<file path="config.mk">
export PLATFORM = sky130hd
export DESIGN_NAME = axi_node_aw_w_scheduler
export DESIGN_NICKNAME = d
export VERILOG_FILES = /design/src/rtl/axi_node_aw_w_scheduler.sv
export SDC_FILE = /design/constraint.sdc
export NUM_CORES = 1
export LEC_CHECK = 0
export ABC_AREA = 1
export CORE_MARGIN = 2
export CORE_UTILIZATION = 30
export CTS_BUF_LIST = sky130_fd_sc_hd__clkbuf_16
export CTS_CLUSTER_SIZE = 14
export DETAILED_ROUTE_END_ITERATION = 8
export GPL_TIMING_DRIVEN = 0
export HOLD_SLACK_MARGIN = 0.03
export PLACE_DENSITY_LB_ADDON = 0.05
export SLEW_MARGIN = 20
export SYNTH_ARGS = -nofsm -noshare
export SYNTH_HDL_FRONTEND = slang
export SYNTH_SLANG_ARGS = --single-unit
</file>
<file path="constraint.sdc">
create_clock -name clk_i -period 4.1 [get_ports clk_i]
set_input_delay 0.615 -clock clk_i [delete_from_list [all_inputs] [get_ports clk_i]]
set_output_delay 0.615 -clock clk_i [all_outputs]
set_load 0.005 [all_outputs]
</file>
<file path="src/rtl/axi_node_aw_w_scheduler.sv">
// Round-robin AW arbiter with an in-order W router for N_MASTER requesters sharing one slave AW/W pair.
// AW is a zero-latency pass-through; optional AW stall counter is enabled by AXI_NODE_SCHED_STALL_CNT_EN.
module axi_node_aw_w_scheduler #(
    parameter int AUX_WIDTH  = 1,
    parameter int ID_WIDTH   = 1,
    parameter int W_WIDTH    = 32,
    parameter int N_MASTER   = 2,
    parameter int FIFO_DEPTH = 4,
    localparam int SEL_W     = (N_MASTER > 1) ? $clog2(N_MASTER) : 1,
    localparam int CNT_W     = $clog2(FIFO_DEPTH + 1)
) (
    input  logic                          clk_i,
    input  logic                          rst_i,
    input  logic [N_MASTER*ID_WIDTH-1:0]  inp_aw_id_i,
    input  logic [N_MASTER*AUX_WIDTH-1:0] inp_aw_aux_i,
    input  logic [N_MASTER-1:0]           inp_aw_valid_i,
    output logic [N_MASTER-1:0]           inp_aw_ready_o,
    output logic [ID_WIDTH-1:0]           oup_aw_id_o,
    output logic [AUX_WIDTH-1:0]          oup_aw_aux_o,
    output logic                          oup_aw_valid_o,
    input  logic                          oup_aw_ready_i,
    input  logic [N_MASTER*W_WIDTH-1:0]   inp_w_data_i,
    input  logic [N_MASTER-1:0]           inp_w_last_i,
    input  logic [N_MASTER-1:0]           inp_w_valid_i,
    output logic [N_MASTER-1:0]           inp_w_ready_o,
    output logic [W_WIDTH-1:0]            oup_w_data_o,
    output logic                          oup_w_last_o,
    output logic                          oup_w_valid_o,
    input  logic                          oup_w_ready_i,
    output logic [CNT_W-1:0]              outstanding_o,
    output logic [15:0]                   stall_cnt_o
);

    localparam int PTR_W = (FIFO_DEPTH > 1) ? $clog2(FIFO_DEPTH) : 1;
    localparam logic [CNT_W-1:0] DEPTH_C = CNT_W'(FIFO_DEPTH);

    typedef enum logic {
        ST_ARB,
        ST_LOCK
    } state_t;

    state_t state_q, state_d;

    logic [ID_WIDTH-1:0]  aw_id  [N_MASTER];
    logic [AUX_WIDTH-1:0] aw_aux [N_MASTER];
    logic [W_WIDTH-1:0]   w_data [N_MASTER];

    for (genvar g = 0; g < N_MASTER; g++) begin : g_unpack
        assign aw_id[g]  = inp_aw_id_i[g*ID_WIDTH +: ID_WIDTH];
        assign aw_aux[g] = inp_aw_aux_i[g*AUX_WIDTH +: AUX_WIDTH];
        assign w_data[g] = inp_w_data_i[g*W_WIDTH +: W_WIDTH];
    end

    logic [SEL_W-1:0] rr_q;
    logic [SEL_W-1:0] lock_sel_q;
    logic [SEL_W-1:0] win;
    logic [SEL_W-1:0] cand;
    logic             found;
    int               idx;

    logic [SEL_W-1:0] fifo_q [FIFO_DEPTH];
    logic [PTR_W-1:0] wr_ptr_q;
    logic [PTR_W-1:0] rd_ptr_q;
    logic [CNT_W-1:0] count_q;
    logic [SEL_W-1:0] head;
    logic             not_empty;
    logic             full;
    logic             any_vld;
    logic             aw_vld;
    logic             aw_hs;
    logic             pop;

    function automatic logic [PTR_W-1:0] ptr_inc(input logic [PTR_W-1:0] p);
        return (p == PTR_W'(FIFO_DEPTH - 1)) ? '0 : p + 1'b1;
    endfunction

    // Round-robin scan from rr_q; a stalled grant overrides the scan until it completes.
    always_comb begin
        win   = rr_q;
        found = 1'b0;
        idx   = 0;
        cand  = '0;
        for (int i = 0; i < N_MASTER; i++) begin
            idx = int'(rr_q) + i;
            if (idx >= N_MASTER) begin
                idx = idx - N_MASTER;
            end
            cand = SEL_W'(idx);
            if (!found && inp_aw_valid_i[cand]) begin
                found = 1'b1;
                win   = cand;
            end
        end
        if (state_q == ST_LOCK) begin
            win = lock_sel_q;
        end
    end

    // Full uses the registered count, so a same-cycle pop never frees a slot early.
    assign full      = (count_q == DEPTH_C);
    assign not_empty = (count_q != '0);
    assign any_vld   = |inp_aw_valid_i;
    assign aw_vld    = any_vld && !full && !rst_i;
    assign aw_hs     = aw_vld && oup_aw_ready_i;

    assign oup_aw_valid_o = aw_vld;
    assign oup_aw_id_o    = aw_vld ? aw_id[win]  : '0;
    assign oup_aw_aux_o   = aw_vld ? aw_aux[win] : '0;

    always_comb begin
        inp_aw_ready_o = '0;
        if (aw_hs) begin
            inp_aw_ready_o[win] = 1'b1;
        end
    end

    always_comb begin
        state_d = state_q;
        case (state_q)
            ST_ARB:  if (aw_vld && !oup_aw_ready_i) state_d = ST_LOCK;
            ST_LOCK: if (aw_hs) state_d = ST_ARB;
            default: state_d = ST_ARB;
        endcase
    end

    // W side: only the master at the head of the grant FIFO may transfer.
    assign head = fifo_q[rd_ptr_q];

    always_comb begin
        inp_w_ready_o = '0;
        oup_w_valid_o = 1'b0;
        oup_w_data_o  = '0;
        oup_w_last_o  = 1'b0;
        if (not_empty) begin
            oup_w_valid_o       = inp_w_valid_i[head];
            oup_w_data_o        = w_data[head];
            oup_w_last_o        = inp_w_last_i[head];
            inp_w_ready_o[head] = oup_w_ready_i;
        end
    end

    assign pop = oup_w_valid_o && oup_w_ready_i && oup_w_last_o;

    always_ff @(posedge clk_i or posedge rst_i) begin
        if (rst_i) begin
            state_q    <= ST_ARB;
            rr_q       <= '0;
            lock_sel_q <= '0;
            wr_ptr_q   <= '0;
            rd_ptr_q   <= '0;
            count_q    <= '0;
        end else begin
            state_q <= state_d;
            if (state_q == ST_ARB && state_d == ST_LOCK) begin
                lock_sel_q <= win;
            end
            if (aw_hs) begin
                rr_q     <= (win == SEL_W'(N_MASTER - 1)) ? '0 : win + 1'b1;
                wr_ptr_q <= ptr_inc(wr_ptr_q);
            end
            if (pop) begin
                rd_ptr_q <= ptr_inc(rd_ptr_q);
            end
            case ({aw_hs, pop})
                2'b10:   count_q <= count_q + 1'b1;
                2'b01:   count_q <= count_q - 1'b1;
                default: count_q <= count_q;
            endcase
        end
    end

    always_ff @(posedge clk_i) begin
        if (aw_hs) begin
            fifo_q[wr_ptr_q] <= win;
        end
    end

    assign outstanding_o = count_q;

`ifdef AXI_NODE_SCHED_STALL_CNT_EN
    logic [15:0] stall_q;

    always_ff @(posedge clk_i or posedge rst_i) begin
        if (rst_i) begin
            stall_q <= '0;
        end else if (any_vld && (full || !oup_aw_ready_i) && stall_q != 16'hFFFF) begin
            stall_q <= stall_q + 16'd1;
        end
    end

    assign stall_cnt_o = stall_q;
`else
    assign stall_cnt_o = 16'h0000;
`endif

endmodule
</file>
* After elaboration in Yosys (flattened, before gate mapping)
Memory sizes are Yosys's and may differ from the RTL's.
Index checks and enable logic that the tools add are counted.
** Cells by class
- Bitwise logic cells :: 4
- Eq/ne operators :: 5
- $add $sub $neg :: 8
- Reduce and logical (&&, ||, !) cells :: 17
- Mux-type cells :: 43
- Magnitude comparators :: 10
** Operators with widths (count)
- 32-bit two-way mux :: 4
- 1-bit two-way mux :: 31
- 1-bit logical AND :: 10
- 1-bit by 2-bit less-than comparator with 1-bit output (second input constant) :: 4
- 2-bit two-way mux :: 4
- 2-bit equality test (second input constant) :: 3
- 2-bit greater-or-equal comparator (second input constant) :: 3
- 3-bit one-hot mux with 2 select lines :: 1
- 2-bit by 1-bit adder with 2-bit output (second input constant) :: 2
- 1-bit zero test :: 4
- 1-bit NOT with 2-bit output :: 2
- 3-bit by 1-bit adder with 3-bit output (second input constant) :: 1
- 3-bit equality test (second input constant) :: 1
- 3-bit nonzero test :: 1
- 3-bit by 1-bit subtractor with 3-bit output (second input constant) :: 1
- 1-bit by 1-bit adder with 2-bit output (second input constant) :: 1
- 2-bit AND :: 1
- 1-bit demux with 1-bit select :: 2
- 2-bit by 1-bit equality test with 1-bit output (second input constant) :: 1
- 1-bit greater-or-equal comparator (second input constant) :: 2
- 1-bit by 2-bit greater-or-equal comparator with 1-bit output (second input constant) :: 1
- 1-bit one-hot mux with 2 select lines :: 1
- 2-bit nonzero test :: 1
- 2-bit OR reduction :: 1
- 3 further kinds :: 4
** Word-level totals
- Bits in writable memories :: 4
- Memories :: 1
- Output and inout bits :: 60
- Bits of input ports :: 78
- Register bits after elaboration :: 10
- Logic and storage cells :: 94
** Memory list
- fifo_q :: depth 4, width 1, rd ports 1, clocked after Yosys merged registers in 0, write ports 1, RTL line 61 : logic [SEL_W-1:0] fifo_q [FIFO_DEPTH];

* Logic depth before layout (Yosys ltp)
- Depth in word-level cells :: 14
- Gate-level depth with buffers :: 14
- Gate-level depth less buffers :: 14

* Worst setup path after synthesis
Ideal clock, no wire load.
- Kind :: input to register
- Start point :: input port rst_i
- End point :: register count_q[2], in the netlist outstanding_o[2]
- Buffers on the path :: 1
- Data required time :: 3.969 ns
- Slack :: 1.505 ns
- Cell stages on the path :: 10
- Library setup time :: 0.131 ns
- Arrival :: 2.464 ns
- Path through :: inv_1 -> o21ai_1 -> a21oi_2 -> nand2_2 -> buf_2 -> ha_1 -> fa_1 -> a21oi_1 -> o21ai_0 -> xor2_1
** On the way
- Word-level cells in the longest chain between the ends :: 5
** RTL lines
- start: declaration :: RTL line 13 : input logic rst_i,
- 1-bit zero test (no source line) (*)
- 1-bit logical AND (*) :: RTL line 103 : assign aw_vld = any_vld && !full && !rst_i;
- via oup_aw_valid_o :: RTL line 20 : output logic oup_aw_valid_o,
- 1-bit logical AND (*) :: RTL line 104 : assign aw_hs = aw_vld && oup_aw_ready_i;
- 2-bit by 1-bit equality test with 1-bit output / 2-bit equality test (equally long branches) :: RTL line 164 : case ({aw_hs, pop})
- 3-bit one-hot mux with 2 select lines / 2-bit nonzero test (equally long branches)
- end signal: assignment :: RTL line 165 : 2'b10: count_q <= count_q + 1'b1;
- end signal: assignment :: RTL line 166 : 2'b01: count_q <= count_q - 1'b1;
- end signal: assignment :: RTL line 167 : default: count_q <= count_q;
- end: declaration :: RTL line 64 : logic [CNT_W-1:0] count_q;
Mark *: on every way through the listed nets, which the timed path passes. The rest lies on a longest branch.
A chain may end at the register's enable or synchronous reset.

* Worst setup path in the final report
- Start point :: input port rst_i
- End point :: output port inp_aw_ready_o[1]
** On the way
- Word-level cells in the longest chain between the ends :: 4
** RTL lines
- 1-bit zero test (no source line)
- 1-bit logical AND :: RTL line 103
- 1-bit logical AND :: RTL line 104
- 2-bit two-way mux :: RTL line 112 : if (aw_hs) begin
- end: declaration :: RTL line 17 : output logic [N_MASTER-1:0] inp_aw_ready_o,
No other way between the ends.

==> key figures <==
Layout
  • Register area: 370 sq um
  • Final Instance Area: 2860 sq um
  • Multi-input logic area: 875 sq um
  • Layout cells sized above 1: 10.1%
  • Area delta synth->final: 97.6%
  • Fillers: 457
  • Final core utilization: 61.0%
  • Final nets: 453
  • Diodes inserted: 0

Worst hold path
  • Hold WC Path Type: reg2reg

Clock network
  • Post_cts resized: 0
  • Clock-pin slew on the worst setup and hold paths: 0.05 ns
  • TritonCTS clock tree: yes
  • Clock sink total: 14
  • Hold_buf cts: 0
  • # Post-CTS Setup Buffers: 0
  • Clk root buf: clkbuf_16
  • Worst skew pair latency: 0.24 ns
  • H-Tree Depth: 1
  • Max clock buf depth: 2
  • Number of CTS-inserted buffers: 3

Floorplanning
  • Row count: 25
  • Die Y: 73.5 um
  • Top Ports: 138
  • Core Area: 4690 sq um
  • Initial Utilization: 30.9%
  • DIE WIDTH: 73.5 um
  • Die area: 5400 sq um

STA
  • Share of the clock period used by the worst path: 81.3%
  • Worst clock skew: 0.00372 ns
  • Max Clock Freq: 0.300 GHz
  • Relative slew slack: 64.0%
  • Slew Limit Fails: 0
  • Worst-margin pin slew: 0.536 ns
  • RSZ-0062 raised after global routing: no
  • Fin crit period: 3.33 ns
  • TNS Setup: 0 ns
  • Final-report setup violation count: 0
  • Final hold vios: 0

Yosys
  • Top area cells in the synthesized netlist: nor2_1, dfrtp_1, o21ai_0
  • Avg Inst Size Synth: 6.38 sq um
  • Seq cells post-synth: 14
  • Post-Syn Instances: 227
  • Top cell type's share of synthesized area: 20.7%
  • Simple-gate share of the synthesized area: 31.3%
  • Proportion of synthesized area in mux cells: 0.777%
  • Yosys cell types: 27
  • YS warnings: 0
  • Largest family of logic cells by synthesized area: simple AND/OR/NAND/NOR gates
  • Post-synth EDFFs: 4
  • Seq/Total Area, Yosys: 25.6%
  • Synth Area in Compound Gates: 16.3%
  • Most frequent cell after synthesis: nor2_1
  • Mapped cell area: 1450 sq um
  • Xor/xnor share of the synthesized area: 1.21%
  • Post-synthesis adder-cell area fraction: 6.56%
  • Largest area contributor in the netlist: nor2_1
  • Ys flop type: dfrtp_1
  • Top post-synthesis cells by count: nor2_1, o21ai_0, inv_1, nand2_1, buf_4
  • Async SR Flop Fraction: 71.4%

Drt
  • Post-DR vias/cell: 4.38
  • First DRT Iteration DRCs: 36
  • DR WL/cell: 12.0 um
  • Detailed Route WL: 5.04 mm
  • DRT Pass-1 Iters: 4
  • Detail Route Antenna Nets: 0
  • DRC Markers: 0
  • Vias: 1845

Power and ir drop
  • Power Dens Cells: 618 nW/um^2
  • Psw: 698 uW
  • Internal: 1070 uW
  • Leak: 0.00130 uW
  • Combinational share of power: 75.4%
  • Sw Share: 39.5%
  • Flop pwr share: 14.4%
  • Clock power share: 10.2%
  • Maximum VDD drop: 0.358 mV

Global route
  • Initial antenna violation count: 0
  • Number of global-route vias before repair: 1535
  • First-pass GRT wire length: 7.53 mm
  • Global-route usage over all layers: 17.4%
  • Grt ovf: 0
  • Pin count of the biggest net entering global routing: 12

Critical path
  • Critical path class: in2out
  • Worst path required time: 3.48 ns
  • Crit path DAT: 2.72 ns
  • Setup crit start kind: input pin
  • Crit-path max FO: 11
  • CP endpoint kind: primary output

Flow run
  • Maxcap violations: 0

Outcome
  • Run status: complete, no violations

Placement
  • Half-perimeter wire length after placement: 4.15 mm
  • GPL Wtd Cong: 0.742
  • IO Port Bufs: 121
  • Post-DP Area: 2780 sq um
routing by layer:
metal / GRT usage, % / share of wire (%) / routed length [um]
met3: 3.16 / 9.4 / 473
met1: 22.0 / 41 / 2060
met2: 31.3 / 49 / 2490
met4: 2.42 / 0.28 / 14
met5: 0 / 0 / 0
sequential cells by signal, indices dropped and copies added (netlist names):
register	count
fifo_q	4
outstanding_o	3
rd_ptr_q	2
wr_ptr_q	2
lock_sel_q	1
rr_q	1
state_q	1
cell families after synthesis:
group,count (synthesis)
other,1
muxes,1
xor gates and xnor gates,2
buffers and inverters,46
AOI/OAI and AO/OA,46
and+or+nand+nor,110
DFF,14
adders and majority gates,7
worst paths after layout:
kind / startpoint / to / slack [ns] / depth (start not counted)
max in group asynchronous: rst_i / rd_ptr_q[0] / 3.15 / 2
worst min register to register: lock_sel_q / lock_sel_q / 0.49 / 2
worst max-delay path: rst_i / inp_aw_ready_o[1] / 0.77 / 8
worst min-delay path: lock_sel_q / lock_sel_q / 0.49 / 2
worst max register to register: outstanding_o[0] / outstanding_o[2] / 1.74 / 11
min in group asynchronous: rst_i / rr_q / 0.66 / 2
critical path, stage by stage:
cell	delay, ns
clkdlybuf4s50_1	0.39
inv_1	0.31
o21ai_1	0.15
a21oi_2	0.26
nand2_2	0.14
buf_2	0.21
nor2_1	0.12
clkdlybuf4s50_1	0.51
power groups by stage:
stage	clock, uW	sequential (uW)	combinational (uW)
detailed placement	0	255	1350
global placement	0	254	1340
global route	192	261	1500
floorplan	0	247	650
CTS	181	254	1350
finish	181	254	1330
layout make-up:
type                       count  area share [%]
buffer                        26            6.47
clock buffer                   3            2.62
clock inverter                 1           0.131
inverter                      20            2.62
multi-input combinational    182            30.6
sequential                    14            12.9
tap                           54            2.36
timing repair buffer         121            42.3
cell usage in the layout (no fill, tap or decap), drive strengths merged, types with 4 or more instances in the layout:
cell type and instances:
clkdlybuf4s50 121, clkbuf 6, edfxtp 4, nor2 82, a21oi 5, nand3 7, conb 16, buf 23
inv 20, o21ai 40, ha 6, dfrtp 10, nand2 21
stage by stage:
| stage | total power, uW | hold slack [ns] | setup WS (ns) | std cells |
|---|---|---|---|---|
| 2_1_floorplan | 897 | 0.453 | 1.51 | 242 |
| 3_3_place_gp | 1590 | 0.474 | 0.727 | 417 |
| 3_5_place_dp | 1600 | 0.486 | 0.734 | 417 |
| 4_1_cts | 1790 | 0.493 | 0.722 | 421 |
| 5_1_grt | 1950 | 0.509 | 0.514 | 421 |
| 6_report | 1770 | 0.490 | 0.767 | 421 |
Note: power is estimated with default switching activity, not from simulation.
